<file path="config.mk">
export PLATFORM = sky130hd
export DESIGN_NAME = control_sequencer
export DESIGN_NICKNAME = d
export VERILOG_FILES = /design/src/rtl/control_pkg.sv /design/src/rtl/opcode_classifier.sv /design/src/rtl/control_sequencer.sv
export SDC_FILE = /design/constraint.sdc
export NUM_CORES = 1
export LEC_CHECK = 0
export CAP_MARGIN = 25
export CORE_AREA = 2 2 135 137
export CTS_CLUSTER_DIAMETER = 80
export DETAILED_ROUTE_END_ITERATION = 6
export DIE_AREA = 0 0 137 139
export SETUP_SLACK_MARGIN = 0.05
export SLEW_MARGIN = 20
export SYNTH_ARGS = -nofsm -noshare
export SYNTH_HDL_FRONTEND = slang
export SYNTH_SLANG_ARGS = --single-unit
</file>
<file path="constraint.sdc">
create_clock -name clock -period 3.25 [get_ports clock]
set_input_delay 0.65 -clock clock [delete_from_list [all_inputs] [get_ports clock]]
set_output_delay 0.65 -clock clock [all_outputs]
set_load 0.05 [all_outputs]
</file>
<file path="src/rtl/control_pkg.sv">
// Shared definitions for the control sequencer: control-word layout, fixed
// words, opcode classes, opcode match patterns and sequencer FSM states.
package control_pkg;

    localparam int CW_W        = 33;
    localparam int NUM_CLASSES = 7;
    localparam int MAX_STEPS   = 4;

    // Control word field positions (single bits, or LSB of a field).
    localparam int ALU_EN         = 32;
    localparam int ALU_BS         = 31;
    localparam int ALU_FS_LSB     = 26;
    localparam int RF_B_EN        = 25;
    localparam int RF_SA_LSB      = 20;
    localparam int RF_SB_LSB      = 15;
    localparam int RF_DA_LSB      = 10;
    localparam int RF_W           = 9;
    localparam int RAM_EN         = 8;
    localparam int RAM_W          = 7;
    localparam int PC_EN          = 6;
    localparam int PC_FS_LSB      = 4;
    localparam int PC_IS          = 3;
    localparam int STATUS_LD      = 2;
    localparam int NEXT_STATE_LSB = 0;

    localparam logic [CW_W-1:0] CW_NOP =
        (CW_W'(31) << ALU_FS_LSB) |
        (CW_W'(31) << RF_SA_LSB)  |
        (CW_W'(31) << RF_SB_LSB)  |
        (CW_W'(31) << RF_DA_LSB);

    localparam logic [CW_W-1:0] CW_FETCH = CW_NOP | (CW_W'(1) << RAM_EN);

    // Fields that must not take effect while a RAM access is stalled.
    localparam logic [CW_W-1:0] CW_STALL_MASK =
        (CW_W'(1) << RF_W) | (CW_W'(1) << PC_EN) | (CW_W'(1) << STATUS_LD);

    typedef enum logic [2:0] {
        CLS_R     = 3'd0,
        CLS_I     = 3'd1,
        CLS_D     = 3'd2,
        CLS_B     = 3'd3,
        CLS_BL    = 3'd4,
        CLS_CB    = 3'd5,
        CLS_BCOND = 3'd6
    } class_e;

    typedef enum logic [1:0] {
        SEQ_IDLE,
        SEQ_FETCH,
        SEQ_EXEC,
        SEQ_HALT
    } seq_state_e;

    // Opcode match patterns, named by the instruction bits they compare.
    localparam logic [7:0]  PAT_BCOND_31_24 = 8'b01010100;
    localparam logic [5:0]  PAT_B_31_26     = 6'b000101;
    localparam logic [5:0]  PAT_BL_31_26    = 6'b100101;
    localparam logic [6:0]  PAT_CB_31_25    = 7'b1011010;
    localparam logic [10:0] PAT_LDUR_31_21  = 11'b11111000010;
    localparam logic [10:0] PAT_STUR_31_21  = 11'b11111000000;
    localparam logic [5:0]  PAT_ADDI_28_23  = 6'b100010;
    localparam logic [5:0]  PAT_ANDI_28_23  = 6'b100100;
    localparam logic [4:0]  PAT_R0_28_24    = 5'b01010;
    localparam logic [4:0]  PAT_R1_28_24    = 5'b01011;
    localparam logic [4:0]  PAT_R2_28_24    = 5'b11010;

    function automatic logic [NUM_CLASSES-1:0] class_bit(input class_e c);
        return NUM_CLASSES'(1) << c;
    endfunction

endpackage

</file>
<file path="src/rtl/opcode_classifier.sv">
// Combinational opcode classifier: maps instr[31:21] to a one-hot decoder
// class, first match wins; valid is low for unknown opcodes.
module opcode_classifier
    import control_pkg::*;
(
    input  logic [10:0]            opcode,
    output logic [NUM_CLASSES-1:0] cls_onehot,
    output logic                   valid
);

    // opcode[n] corresponds to instr[n+21].
    always_comb begin
        // NOTE: a default before the if-chain keeps this purely combinational; any path that skipped an assignment would infer a latch.
        cls_onehot = '0;
        if (opcode[10:3] == PAT_BCOND_31_24) begin
            cls_onehot = class_bit(CLS_BCOND);
        end else if (opcode[10:5] == PAT_B_31_26) begin
            cls_onehot = class_bit(CLS_B);
        end else if (opcode[10:5] == PAT_BL_31_26) begin
            cls_onehot = class_bit(CLS_BL);
        end else if (opcode[10:4] == PAT_CB_31_25) begin
            cls_onehot = class_bit(CLS_CB);
        end else if (opcode == PAT_LDUR_31_21 || opcode == PAT_STUR_31_21) begin
            cls_onehot = class_bit(CLS_D);
        end else if (opcode[7:2] == PAT_ADDI_28_23 || opcode[7:2] == PAT_ANDI_28_23) begin
            cls_onehot = class_bit(CLS_I);
        end else if (opcode[7:3] == PAT_R0_28_24 || opcode[7:3] == PAT_R1_28_24 ||
                     opcode[7:3] == PAT_R2_28_24) begin
            cls_onehot = class_bit(CLS_R);
        end
    end

    assign valid = |cls_onehot;

endmodule

</file>
<file path="src/rtl/control_sequencer.sv">
// Multi-cycle control sequencer: fetches an instruction, then applies the
// selected decoder control word once per micro-step, stalling on RAM.
module control_sequencer #(
    parameter int NCLS = 7,
    parameter int CW_W = 33
) (
    input  logic                 clock,
    input  logic                 reset,
    input  logic                 start,
    input  logic [31:0]          data_in,
    input  logic                 mem_ready,
    input  logic [4:0]           alu_status,
    input  logic [NCLS*CW_W-1:0] cw_bus,
    output logic [31:0]          instr,
    output logic [1:0]           state,
    output logic [4:0]           status,
    output logic [CW_W-1:0]      cw,
    output logic                 halted
);

    import control_pkg::*;

    seq_state_e             fsm;
    logic [2:0]             step_cnt;
    logic [NUM_CLASSES-1:0] cls_onehot;
    logic                   cls_valid;
    logic [CW_W-1:0]        sel_word;
    logic [1:0]             next_step;
    logic                   in_exec;
    logic                   stall;
    logic                   commit;
    logic                   watchdog_trip;

    opcode_classifier u_classifier (
        .opcode     (instr[31:21]),
        .cls_onehot (cls_onehot),
        .valid      (cls_valid)
    );

    always_comb begin
        sel_word = '0;
        for (int k = 0; k < NUM_CLASSES; k++) begin
            if (cls_onehot[k]) begin
                sel_word = sel_word | cw_bus[k*CW_W +: CW_W];
            end
        end
    end

    assign next_step     = sel_word[NEXT_STATE_LSB +: 2];
    assign in_exec       = (fsm == SEQ_EXEC) && cls_valid;
    assign stall         = in_exec && sel_word[RAM_EN] && !mem_ready;
    assign commit        = in_exec && !stall;
    // A commit that would begin micro-step MAX_STEPS+1 is treated as a runaway.
    assign watchdog_trip = (next_step != 2'd0) && (step_cnt == 3'(MAX_STEPS - 1));

    always_comb begin
        cw = CW_NOP;
        unique case (fsm)
            SEQ_IDLE:  cw = CW_NOP;
            SEQ_FETCH: cw = CW_FETCH;
            SEQ_EXEC: begin
                if (!cls_valid) begin
                    cw = CW_NOP;
                end else if (stall) begin
                    cw = sel_word & ~CW_STALL_MASK;
                end else begin
                    cw = sel_word;
                end
            end
            SEQ_HALT:  cw = CW_NOP;
            default:   cw = CW_NOP;
        endcase
    end

    // NOTE: every register here has a defined reset value so an aborted instruction leaves nothing half-committed.
    always_ff @(posedge clock or negedge reset) begin
        if (!reset) begin
            fsm      <= SEQ_IDLE;
            instr    <= '0;
            state    <= '0;
            status   <= '0;
            step_cnt <= '0;
            halted   <= 1'b0;
        end else begin
            // NOTE: non-blocking assignments so every register samples the pre-edge values, independent of statement order.
            unique case (fsm)
                SEQ_IDLE: begin
                    if (start) begin
                        fsm <= SEQ_FETCH;
                    end
                end
                SEQ_FETCH: begin
                    if (mem_ready) begin
                        instr    <= data_in;
                        state    <= 2'd0;
                        step_cnt <= '0;
                        fsm      <= SEQ_EXEC;
                    end
                end
                SEQ_EXEC: begin
                    if (!cls_valid) begin
                        fsm    <= SEQ_HALT;
                        halted <= 1'b1;
                    end else if (commit) begin
                        if (watchdog_trip) begin
                            fsm    <= SEQ_HALT;
                            halted <= 1'b1;
                        end else begin
                            if (sel_word[STATUS_LD]) begin
                                status <= alu_status;
                            end
                            state <= next_step;
                            if (next_step == 2'd0) begin
                                fsm <= SEQ_FETCH;
                            end else begin
                                step_cnt <= step_cnt + 3'd1;
                            end
                        end
                    end
                end
                SEQ_HALT: begin
                    fsm <= SEQ_HALT;
                end
                default: begin
                    fsm <= SEQ_HALT;
                end
            endcase
        end
    end

endmodule

</file>
# Word level (Yosys, flattened, before mapping)

Cells that the tools add are included.

Multiplexer cells: 38
Reductions and logical operators: 23
Bitwise logic cells: 7
Add/sub/neg operators: 1
Equal/unequal tests: 25

Operator list:

| operator             | count |
|---|---|
| $mux 33              | 8 |
| $or 33x33->33        | 6 |
| $pmux 33 s3          | 1 |
| $mux 7               | 6 |
| $eq 11x11->1 const B | 2 |
| $mux 2               | 10 |
| $eq 6x6->1 const B   | 3 |
| $mux 3               | 5 |
| $ne 2x2->1 const B   | 6 |
| $eq 5x4->1 const B   | 2 |
| $mux 10              | 1 |
| $reduce_and 5->1     | 2 |
| $eq 8x7->1 const B   | 1 |
| $pmux 2 s4           | 1 |
| $eq 7x7->1 const B   | 1 |
| $reduce_or 7->1      | 1 |
| $eq 6x3->1 const B   | 1 |
| $pmux 3 s2           | 1 |
| $reduce_and 6->1     | 1 |
| $eq 5x5->1 const B   | 1 |
| $logic_and 1x1->1    | 5 |
| $eq 2x2->1 const B   | 2 |
| $logic_not 2->1      | 2 |
| $logic_or 1x1->1     | 4 |
| 15 further kinds     | 21 |

Logic and storage cells: 100
Output and inout bits: 73
Flip-flop bits (word level): 45

# Depth between registers and ports, before layout

Gate-level depths: netlist of run 1.

Depth after elaboration: 30
Gate-level depth with buffers: 10
Mapped depth without buffers: 7

# Cells and area by module

A second synthesis of run 1 with hierarchy kept.

Cell total of the unflattened synthesis: 363
Area, all modules: 3480.8 sq um

By module, submodules not included:

| module            | times used | cells an instance | area an instance (sq um) | sequential area each (sq um) |
|---|---|---|---|---|
| control_sequencer | 1          | 341               | 3318.2                   | 1126.1 |
| opcode_classifier | 1          | 22                | 162.7                    | 0.0 |

# Worst setup path after synthesis of run 1

No wires, ideal clock.

Path type: flip-flop to output port
Start point: reg instr[30]
End point: out cw[12]
Buffers on the path: 3
Arrival time: 3.445 ns
Stages on the path, launching flop included: 8
Setup slack: -0.845 ns
Path through: dfrtp_1 -> buf_2 -> or3b_4 -> nor4_4 -> clkbuf_1 -> clkbuf_1 -> a221oi_1 -> o21ai_0

Word-level cells in the longest chain between the ends: 22
Elaborated cells on any way between the ends: 28

RTL lines:

| item                     | RTL line                | source |
|---|---|---|
| start: declaration       | control_sequencer.sv:14 | `output logic [31:0] instr,` |
| start signal: assignment | control_sequencer.sv:94 | `instr <= data_in;` |
| $eq 11x11->1             | opcode_classifier.sv:23 | `end else if (opcode == PAT_LDUR_31_21 \|\| opcode == PAT_STUR_31_21) begin` |
| $logic_or 1x1->1         | opcode_classifier.sv:23 |  |
| $mux 7                   | opcode_classifier.sv:23 |  |
| $mux 7                   | opcode_classifier.sv:21 | `end else if (opcode[10:4] == PAT_CB_31_25) begin` |
| $mux 7                   | opcode_classifier.sv:19 | `end else if (opcode[10:5] == PAT_BL_31_26) begin` |
| $mux 7                   | opcode_classifier.sv:17 | `end else if (opcode[10:5] == PAT_B_31_26) begin` |
| $mux 7 (*)               | opcode_classifier.sv:15 | `if (opcode[10:3] == PAT_BCOND_31_24) begin` |
| $mux 33                  | control_sequencer.sv:43 | `if (cls_onehot[k]) begin` |
| [6 not listed]           | n/a                     |  |
| $or 33x33->33            | control_sequencer.sv:44 | `sel_word = sel_word \| cw_bus[k*CW_W +: CW_W];` |
| $mux 33                  | control_sequencer.sv:43 |  |
| $or 33x33->33            | control_sequencer.sv:44 |  |
| $mux 33                  | control_sequencer.sv:43 |  |
| $or 33x33->33            | control_sequencer.sv:44 |  |
| $mux 33                  | control_sequencer.sv:43 |  |
| $mux 33 (*)              | control_sequencer.sv:62 | `if (!cls_valid) begin` |
| $pmux 33 s3 (*)          | control_sequencer.sv:58 | `unique case (fsm)` |
| end: declaration         | control_sequencer.sv:17 | `output logic [CW_W-1:0] cw,` |

Mark *: on every way between the ends. The rest lies on a longest branch, timed or not.

# Worst setup path after layout of run 1

Start point: reg instr[24]
End point: out cw[9]

Word-level cells in the longest chain between the ends: 28
Elaborated cells on any way between the ends: 39

RTL lines:

| item                            | RTL line                | source |
|---|---|---|
| $eq 5x4->1                      | opcode_classifier.sv:27 | `end else if (opcode[7:3] == PAT_R0_28_24 \|\| opcode[7:3] == PAT_R1_28_24 \|\|` |
| $logic_or 1x1->1 (2 in series)  | opcode_classifier.sv:27 |  |
| $mux 1                          | opcode_classifier.sv:27 |  |
| $mux 7                          | opcode_classifier.sv:25 | `end else if (opcode[7:2] == PAT_ADDI_28_23 \|\| opcode[7:2] == PAT_ANDI_28_23) begin` |
| $mux 7                          | opcode_classifier.sv:23 |  |
| $mux 7                          | opcode_classifier.sv:21 |  |
| $mux 7                          | opcode_classifier.sv:19 |  |
| $mux 7                          | opcode_classifier.sv:17 |  |
| [10 not listed]                 | n/a                     |  |
| $or 33x33->33                   | control_sequencer.sv:44 |  |
| $mux 33                         | control_sequencer.sv:43 |  |
| $or 33x33->33                   | control_sequencer.sv:44 |  |
| $mux 33                         | control_sequencer.sv:43 |  |
| $logic_and 1x1->1 (2 in series) | control_sequencer.sv:51 | `assign stall = in_exec && sel_word[RAM_EN] && !mem_ready;` |
| $mux 10                         | control_sequencer.sv:64 | `end else if (stall) begin` |
| $mux 33 (*)                     | control_sequencer.sv:62 |  |
| $pmux 33 s3 (*)                 | control_sequencer.sv:58 |  |

Marks and branches as above.

==> impl_metrics.ini, run 1 <==
[power_and_ir_drop]
ir_drop_v = 0.0006531
power_density_mw_per_mm2 = 806.5
internal_power_mw = 3.188
power_frac_clock = 0.089
pwr-share-seq = 0.154
p_leak_nw = 3.028
swShare = 0.5207
comb_power_share = 0.758
switchingPower_mw = 3.463

[floorplanning]
die_y_um = 139
ioPinCount = 345
rows = 49
fp.dieW_um = 137
core_area_mm2 = 0.01766
die_area_mm2 = 0.01904
start_util = 0.1954

[setup_path]
worstPathArrival_ns = 2.54
cp_max_fo = 8
cp-start-kind = flop
cpMaxStageDelayCell = or4_4
cp_top_family = simple AND/OR/NAND/NOR gates
cp.buffers_inverters = 2
max_stage_delay_ns = 0.58
cp.required_ns = 2.60
crit_type = reg2out
endpoint_kind = output pin
path_cells = or3b_4, nor4_4, buf_4, a211oi_4, or4_4, a31oi_4, buf_12

[clock_tree]
cts_tree = yes
cts.clk_slew.worst_paths_ns = 0.07
cts_buffers = 5
cts_buffer_depth = 2
cts.hold.buffers_added = 0
clk_latency_ns = 0.28
root_buffer = clkbuf_16
ctsHtreeMaxLevel = 2
clock_sinks = 45

[route]
ant_nets = 0
wl_mm = 20.82
wl_per_cell_um = 21.78
route.detailed.drc = 7
post_drt_via_cell_ratio = 5.116
num_vias = 4891
drt_pre_antenna_iters = 7
drt_iter0_markers = 385

[sta]
hold_viol = 0
slew_viol_final = 0
finalSetupViolCount = 0
min_period_ns = 3.188
rsz0062_at_grt = yes
setup_tns_ns = 0
worstMarginPinSlew_ns = 0.5480
fin_skew_ns = 0.004884
max_freq_mhz = 313.7
slew_headroom = 0.6335
fin_crit_sh = 0.9809

[logic_synthesis]
synth_top_area_frac = 0.3263
synth_ff_type = dfrtp_1
syn_nets = 644
synth_area_mm2 = 0.003451
yosysWarnings = 0
synth_cell_type_count = 45
ys_async_sr_fraction = 1.000
synth_area_leaders = dfrtp_1 (33%), mux2_2 (12%), a22oi_1 (11%)
synth_edf_count = 0
syn_avg_cell_area_um2 = 9.454
ys_seq_area_frac = 0.3263
syn-instance-count = 365
synth_top_area_cell = dfrtp_1
ys_ff_latch = 45

[global_routing]
antenna_found_initial = 3
grt_max_degree = 38
track_usage = 0.1994
grt_pass1_vias = 5056
grt-ovfl-total = 0
grt_first_pass_wirelength_mm = 29.18

[layout]
num-fill-cells = 1610
register_area_mm2 = 0.001136
finalNonFillerCells = 956
nNetsFinal = 1002
stdcell_area_mm2 = 0.008247
drive_above_1_share = 0.2652
utilization = 0.4670
area_growth_pct = 139.0
multi_input_area_mm2 = 0.002580

[flow_run]
maxCapViolCount = 0

[placed_design]
hpwl_mm = 15.98
gp_congestion = 0.8816
place_area_mm2 = 0.007630
portBuffers = 344
dp.cells = 925

[min_path]
min_path_type = in2async

[status]
violations = design-rule violations
status = finished, violations left
[worst reg2reg max path: cells and delay by family, from the launching register on]
| kind | cells | cell delay, ns |
|---|---|---|
| AOI/OAI and AO/OA | 3 | 0.89 |
| buffers and inverters | 3 | 0.56 |
| DFF | 1 | 0.49 |
| and+or+nand+nor | 4 | 0.90 |
[cell usage after synthesis, drive strengths merged, types with 5 or more instances]
cell type and instances:
nor2 10, o21ai 26, nand2 23, clkbuf 28, a222oi 34, nand3 11, a221oi 9, buf 6
a22oi 51, ha 7, dfrtp 45, nand2b 6, mux2 37, inv 9, o221ai 5, a31oi 9
[per-layer routing]
metal	global-route usage	vias up	wire length (µm)
met1	0.2192	2343	7266
met2	0.3619	286	11050
met5	0	-	0
li1	-	2224	-
met4	0.08139	0	645
met3	0.04751	38	1859
[placed cells by master (no fill, tap or decap), types with 3 or more instances in the layout]
| master | netlist | layout |
|---|---|---|
| clkdlybuf4s50_1 | 0 | 307 |
| mux2_2 | 37 | 37 |
| dfrtp_1 | 45 | 37 |
| a22oi_1 | 51 | 36 |
| a222oi_1 | 34 | 34 |
| buf_4 | 0 | 34 |
| nand2_1 | 23 | 23 |
| buf_12 | 0 | 22 |
| buf_6 | 0 | 16 |
| a22oi_2 | 0 | 15 |
| nand3_1 | 11 | 11 |
| o21ai_2 | 0 | 10 |
| inv_1 | 9 | 9 |
| a31oi_4 | 0 | 9 |
| o21ai_0 | 26 | 8 |
| o21ai_1 | 0 | 8 |
| dfrtp_2 | 0 | 8 |
| a221oi_2 | 0 | 7 |
| ha_1 | 7 | 7 |
| clkbuf_16 | 0 | 7 |
| nand2b_1 | 6 | 5 |
| nor2_1 | 10 | 5 |
| nor2_4 | 0 | 5 |
| o221ai_1 | 5 | 5 |
| o31ai_1 | 4 | 4 |
| diode_2 | 0 | 3 |
| nor4_4 | 1 | 3 |
| a22o_1 | 3 | 3 |
| a21oi_1 | 4 | 3 |
| nor2b_1 | 4 | 3 |
| dlygate4sd2_1 | 0 | 3 |
[worst paths after layout]
kind	start	endpoint	slack (ns)	cells after the start
worst max-delay path	instr[24]$_DFFE_PN0P_	cw[9]	0.06	7
worst min-delay path	reset	instr[11]$_DFFE_PN0P_	0.32	1
worst max register to register	instr[24]$_DFFE_PN0P_	step_cnt[2]$_DFFE_PN0P_	0.32	10
worst min register to register	halted$_DFFE_PN0P_	halted$_DFFE_PN0P_	0.48	1
max in group asynchronous	reset	instr[26]$_DFFE_PN0P_	2.21	2
min in group clock	halted$_DFFE_PN0P_	halted$_DFFE_PN0P_	0.48	1
[area by class of cell]
| type | instances | area share |
|---|---|---|
| Tap cell | 229 | 0.03474 |
| Multi-Input combinational cell | 277 | 0.3129 |
| Inverter | 9 | 0.004096 |
| Antenna cell | 3 | 0.0009103 |
| Timing Repair Buffer | 385 | 0.4887 |
| Clock inverter | 3 | 0.005765 |
| Sequential cell | 45 | 0.1378 |
| Clock buffer | 5 | 0.01517 |
[power groups by stage]
stage	clock, mW	sequential, mW	combinational [mW]
3_3_place_gp	0	1.03	4.58
2_1_floorplan	0	1.73	2.08
6_report	0.589	1.02	5.04
3_5_place_dp	0	1.05	4.60
4_1_cts	0.610	1.01	4.76
5_1_grt	0.636	1.06	5.28
[state kept, by name, summed over array words and instances (netlist names)]
name,flops
instr,32
status,5
step_cnt,3
fsm,2
state,2
halted,1
[repair_timing]
item                                    4_1_cts  5_1_grt
hold endpoints to repair                      0        0
pin swaps                                     7       47
gates cloned                                  0        3
setup buffers                                11        7
resized for setup                            10       56
endpoints found under the setup margin       24       32
[metrics by stage]
stage / hold WS, ns / worst slack [ns] / power [mW]
finish: 0.3156 / 0.06217 / 6.651
global route: 0.3434 / -0.06346 / 6.978
CTS: 0.3255 / -0.05309 / 6.383
detailed placement: 0.4763 / -0.1456 / 5.654
global placement: 0.4825 / -0.1337 / 5.612
floorplan: 0.3544 / 0.05223 / 3.817
[logic make-up (layout without fill, tap and decap cells)]
group                      after synthesis  in the layout  share of synthesized area
xor gates and xnor gates                 1              1                   0.002539
and+or+nand+nor                         75             75                     0.1207
buffers and inverters                   43            402                    0.04786
AOI/OAI and AO/OA                      155            155                     0.3506
other                                    0              3                          0
adders and majority gates                7              7                    0.02538
DFF                                     45             45                     0.3263
muxes                                   39             39                     0.1265
(Power assumes the default switching activity.)
==> inputs of run 2 (changes only) <==
==> constraint.sdc (replaced) <==
create_clock -name clock -period 3.9 [get_ports clock]
set_input_delay 0.78 -clock clock [delete_from_list [all_inputs] [get_ports clock]]
set_output_delay 0.78 -clock clock [all_outputs]
set_load 0.05 [all_outputs]
==> run 2 against run 1 <==
The flow still finishes with violations (design-rule violations). Sequential share of layout area rose by 1.0 points. Flip-flop and latch count unchanged. Power decreased by 23%. First-iteration DRC count shrank 3.6%. Largest cell class unchanged. Global-route usage decreased by 0.51 points. Clock skew fell by 0.00098 ns. Sequential power decreased by 17%. Register-to-register slack improved by 0.43 ns. Combinational power shrank 25%. Via count down 4.0%. Die area stayed put. Cell count is 3.0% lower. Critical endpoint is now cw[2].
==> impl_metrics.ini, run 2 (synthesis gave the netlist of run 1 again) <==
[placed_design]
hpwl_mm = 15.91
dp.cells = 918
portBuffers = 344
gp_congestion = 0.8925
place_area_mm2 = 0.007412

[power_and_ir_drop]
finalPower_mw = 5.143
switchingPower_mw = 2.659
swShare = 0.5170
internal_power_mw = 2.484
comb_power_share = 0.739
power_density_mw_per_mm2 = 676.6
pwr-share-seq = 0.166
power_frac_clock = 0.095
p_leak_nw = 2.827
ir_drop_v = 0.0006105

[setup_path]
cp.required_ns = 3.12
cp-start-kind = primary input
crit_type = in2out
worstPathArrival_ns = 2.92
cp_max_fo = 3
endpoint_kind = output pin

[floorplanning]
die_area_mm2 = 0.01904
fp.dieW_um = 137
core_area_mm2 = 0.01766
start_util = 0.1954
ioPinCount = 345
die_y_um = 139
rows = 49

[layout]
finalNonFillerCells = 927
num-fill-cells = 1685
layout_commonest_cell = clkdlybuf4s50_1
layout_common_cells = clkdlybuf4s50_1 (310), a22oi_1 (51), dfrtp_1 (45)
multi_input_area_mm2 = 0.002221
largest_register_ffs = 32
nNetsFinal = 975
register_area_mm2 = 0.001126
largestRegisters = instr (32), status (5), step_cnt (3)
drive_above_1_share = 0.1578
stdcell_area_mm2 = 0.007601
top_register = instr
utilization = 0.4305
area_growth_pct = 120.3

[min_path]
min_path_type = in2async

[sta]
min_period_ns = 3.698
slew_headroom = 0.6010
finalSetupViolCount = 0
rsz0062_at_grt = no
fin_crit_sh = 0.9481
max_freq_mhz = 270.4
slew_viol_final = 0
fin_skew_ns = 0.003907
hold_viol = 0
setup_tns_ns = 0
worstMarginPinSlew_ns = 0.5936

[global_routing]
antenna_found_initial = 3
track_usage = 0.1943
grt_first_pass_wirelength_mm = 28.43
grt-ovfl-total = 0
grt_max_degree = 46
grt_pass1_vias = 4950

[route]
wl_per_cell_um = 21.27
num_vias = 4693
drt_pre_antenna_iters = 7
route.detailed.drc = 1
wl_mm = 19.72
drt_iter0_markers = 371
ant_nets = 0
post_drt_via_cell_ratio = 5.063

[flow_run]
maxCapViolCount = 0

[status]
status = finished, violations left
violations = design-rule violations

[clock_tree]
ctsHtreeMaxLevel = 2
cts_buffers = 5
root_buffer = clkbuf_16
cts.clk_slew.worst_paths_ns = 0.06
clock_sinks = 45
clk_latency_ns = 0.28
cts_buffer_depth = 2
cts_tree = yes
postCtsSetupRepairBufs = 0
run 2: changes by cell type in the layout (fill, tap and decap cells not counted), moves of 9 or more:
cell     delta
o21ai_2    -10
a31oi_4     -9
buf_6      -15
o21ai_0     +9
a22oi_2    -15
a22oi_1    +15
buf_4      -10
run 2: power by group through the flow:
stage	Combinational, mW	Clock (mW)	Sequential (mW)
after floorplan	1.64	0	1.44
after global placement	3.78	0	0.843
after detailed placement	3.81	0	0.857
after CTS	3.82	0.512	0.855
after global routing	4.00	0.530	0.885
final	3.80	0.489	0.851
run 2: worst max-delay path, stage by stage:
cell,delay (ns)
clkdlybuf4s50_1,0.40
a22o_1,0.23
a222oi_1,0.34
a21oi_1,0.18
or4_1,0.55
nor2_1,0.26
buf_12,0.17
run 2: per-layer routing:
metal	wire [µm]	global-route usage	vias to the layer above
li1	-	-	2162
met1	7196	0.2181	2197
met2	9859	0.3451	296
met3	2049	0.05556	34
met4	592	0.07054	4
met5	23	0	-
run 2: cell type report:
cell class | instances | area share
Antenna cell | 1 | 0.0003292
Clock buffer | 6 | 0.01827
Clock inverter | 2 | 0.004938
Inverter | 9 | 0.004444
Multi-Input combinational cell | 277 | 0.2922
Sequential cell | 45 | 0.1481
Tap cell | 229 | 0.03770
Timing Repair Buffer | 358 | 0.4940
run 2: repair_timing:
action,CTS,global route
resized for setup,0,2
hold buffers,0,0
endpoints found under the setup margin,0,8
run 2: per-stage QoR:
| stage | worst slack (ns) | hold WS, ns |
|---|---|---|
| floorplan | -0.02361 | 0.4631 |
| global placement | 0.1711 | 0.4821 |
| detailed placement | 0.1859 | 0.4859 |
| CTS | 0.1723 | 0.4982 |
| global route | 0.08609 | 0.5239 |
| finish | 0.2024 | 0.4906 |
run 2: worst paths after layout:
check / start / to / slack (ns) / cells after the start
setup / recovery: cw_bus[107] / cw[2] / 0.20 / 7
hold / removal: reset / instr[8]$_DFFE_PN0P_ / 0.49 / 1
setup reg to reg: instr[25]$_DFFE_PN0P_ / status[1]$_DFFE_PN0P_ / 0.75 / 7
hold reg to reg: halted$_DFFE_PN0P_ / halted$_DFFE_PN0P_ / 0.49 / 1
max in group asynchronous: reset / step_cnt[1]$_DFFE_PN0P_ / 3.03 / 1
min in group clock: halted$_DFFE_PN0P_ / halted$_DFFE_PN0P_ / 0.49 / 1
==> inputs of run 3 (changes only) <==
--- a/config.mk
+++ b/config.mk
@@ -11,7 +11,8 @@
 export DETAILED_ROUTE_END_ITERATION = 6
 export DIE_AREA = 0 0 137 139
 export SETUP_SLACK_MARGIN = 0.05
-export SLEW_MARGIN = 20
+export SKIP_CTS_REPAIR_TIMING = 1
+export SLEW_MARGIN = 10
 export SYNTH_ARGS = -nofsm -noshare
 export SYNTH_HDL_FRONTEND = slang
 export SYNTH_SLANG_ARGS = --single-unit
==> constraint.sdc (replaced) <==
create_clock -name clock -period 3.9 [get_ports clock]
set_input_delay 0.585 -clock clock [delete_from_list [all_inputs] [get_ports clock]]
set_output_delay 0.585 -clock clock [all_outputs]
set_load 0.05 [all_outputs]
==> run 3 against run 2 <==
The flow still finishes with violations (design-rule violations). Die area is the same. Combinational power shrank 5.3%. Worst setup slack gained 0.13 ns. Design area shrank 1.8%. Clock skew grew 0.00068 ns. Highest routed layer unchanged.
==> impl_metrics.ini, run 3 (synthesis gave the netlist of run 1 again) <==
[setup_path]
endpoint_kind = output pin
timing.rr.start = instr[25]$_DFFE_PN0P_
worstSetupStartpoint = cw_bus[107]
cp-start-kind = primary input
cp.required_ns = 3.31
ff2ff_setup_slack_ns = 0.67
worstPathArrival_ns = 2.98
cp_max_fo = 5
crit_type = in2out

[layout]
area_growth_pct = 116.2
largest_register_ffs = 32
utilization = 0.4226
layout_common_cells = clkdlybuf4s50_1 (310), a22oi_1 (51), dfrtp_1 (45)
nNetsFinal = 975
stdcell_area_mm2 = 0.007462
layout_commonest_cell = clkdlybuf4s50_1
drive_above_1_share = 0.1480
top_register = instr
largestRegisters = instr (32), status (5), step_cnt (3)
num-fill-cells = 1689

[route]
drt_iter0_markers = 314
num_vias = 4728
route.detailed.drc = 5
wl_mm = 19.86
drt_pre_antenna_iters = 7
ant_nets = 0
wl_per_cell_um = 21.40
post_drt_via_cell_ratio = 5.095

[sta]
fin_skew_ns = 0.004582
max_freq_mhz = 280.7
slew_headroom = 0.5861
rsz0062_at_grt = no
setup_tns_ns = 0
finalSetupViolCount = 0
hold_viol = 0
slew_viol_final = 0
fin_crit_sh = 0.9135
worstMarginPinSlew_ns = 0.6208
min_period_ns = 3.563

[global_routing]
track_usage = 0.1942
grt_max_degree = 46
grt_pass1_vias = 5084
grt_first_pass_wirelength_mm = 28.61
grt-ovfl-total = 0
antenna_found_initial = 5

[clock_tree]
clk_latency_ns = 0.28
cts_tree = yes
clock_sinks = 45
cts_buffers = 5
cts.clk_slew.worst_paths_ns = 0.06
cts_buffer_depth = 2
ctsHtreeMaxLevel = 2
root_buffer = clkbuf_16

[flow_run]
maxCapViolCount = 0

[status]
violations = design-rule violations
status = finished, violations left

[power_and_ir_drop]
p_leak_nw = 2.778
ir_drop_v = 0.0005330
power_density_mw_per_mm2 = 652.4

[floorplanning]
die_y_um = 139
rows = 49
fp.dieW_um = 137
die_area_mm2 = 0.01904
ioPinCount = 345
start_util = 0.1954
core_area_mm2 = 0.01766

[min_path]
min_path_type = in2async

[placed_design]
place_area_mm2 = 0.007292
gp_congestion = 0.9106
portBuffers = 344
hpwl_mm = 15.83
run 3: cell count changes in the layout (fill, tap and decap cells not counted), moves of 2 or more:
cell     delta
a31oi_1     +4
buf_4       +6
a31oi_2     -4
diode_2     +2
o21ai_1     -2
buf_12      -6
o21ai_0     +2
run 3: worst paths after layout:
check | cells past startpoint | endpoint
max | 7 | cw[9]
min | 1 | instr[13]$_DFFE_PN0P_
max reg2reg | 7 | status[3]$_DFFE_PN0P_
min reg2reg | 1 | halted$_DFFE_PN0P_
max in group asynchronous | 2 | instr[26]$_DFFE_PN0P_
min in group clock | 1 | halted$_DFFE_PN0P_
run 3: through the flow:
| step | std cells | total power [mW] | hold slack, ns | setup WS [ns] |
|---|---|---|---|---|
| detailed placement | 917 | 4.466 | 0.4726 | 0.3887 |
| floorplan | 365 | 3.071 | 0.2894 | 0.05105 |
| finish | 928 | 4.869 | 0.1629 | 0.3373 |
| global route | 928 | 5.133 | 0.1615 | 0.2104 |
| CTS | 924 | 4.908 | 0.4960 | 0.3704 |
| global placement | 917 | 4.429 | 0.4862 | 0.4322 |
run 3: critical path, cell delays in order:
cell and delay, ns:
clkdlybuf4s50_1 0.40, a22o_1 0.22, a222oi_1 0.41, a21oi_1 0.30
or4_1 0.55, a31oi_1 0.31, buf_12 0.18
run 3: metal layers:
layer,up-vias,share of wire,GRT usage
met5,-,0.0016,0
met4,4,0.042,0.08844
met3,52,0.095,0.04825
met2,278,0.51,0.3595
met1,2235,0.35,0.2022
li1,2159,-,-
run 3: final cells by class:
type	count	area, µm²	share of cell area
diodes	3	7.507	0.001006
well taps	229	286.5	0.03840
inverters	9	33.78	0.004527
clock buffers	7	142.6	0.01911
repair buffers	358	3674	0.4923
flip-flops and latches	45	1126	0.1509
multi-input cells	277	2192	0.2938
run 3: power by group:
group / internal [mW] / switching [mW] / leakage [nW]
sequential: 0.665 / 0.190 / 0.547
combinational: 1.34 / 2.26 / 2.16
clock: 0.251 / 0.159 / 0.0700
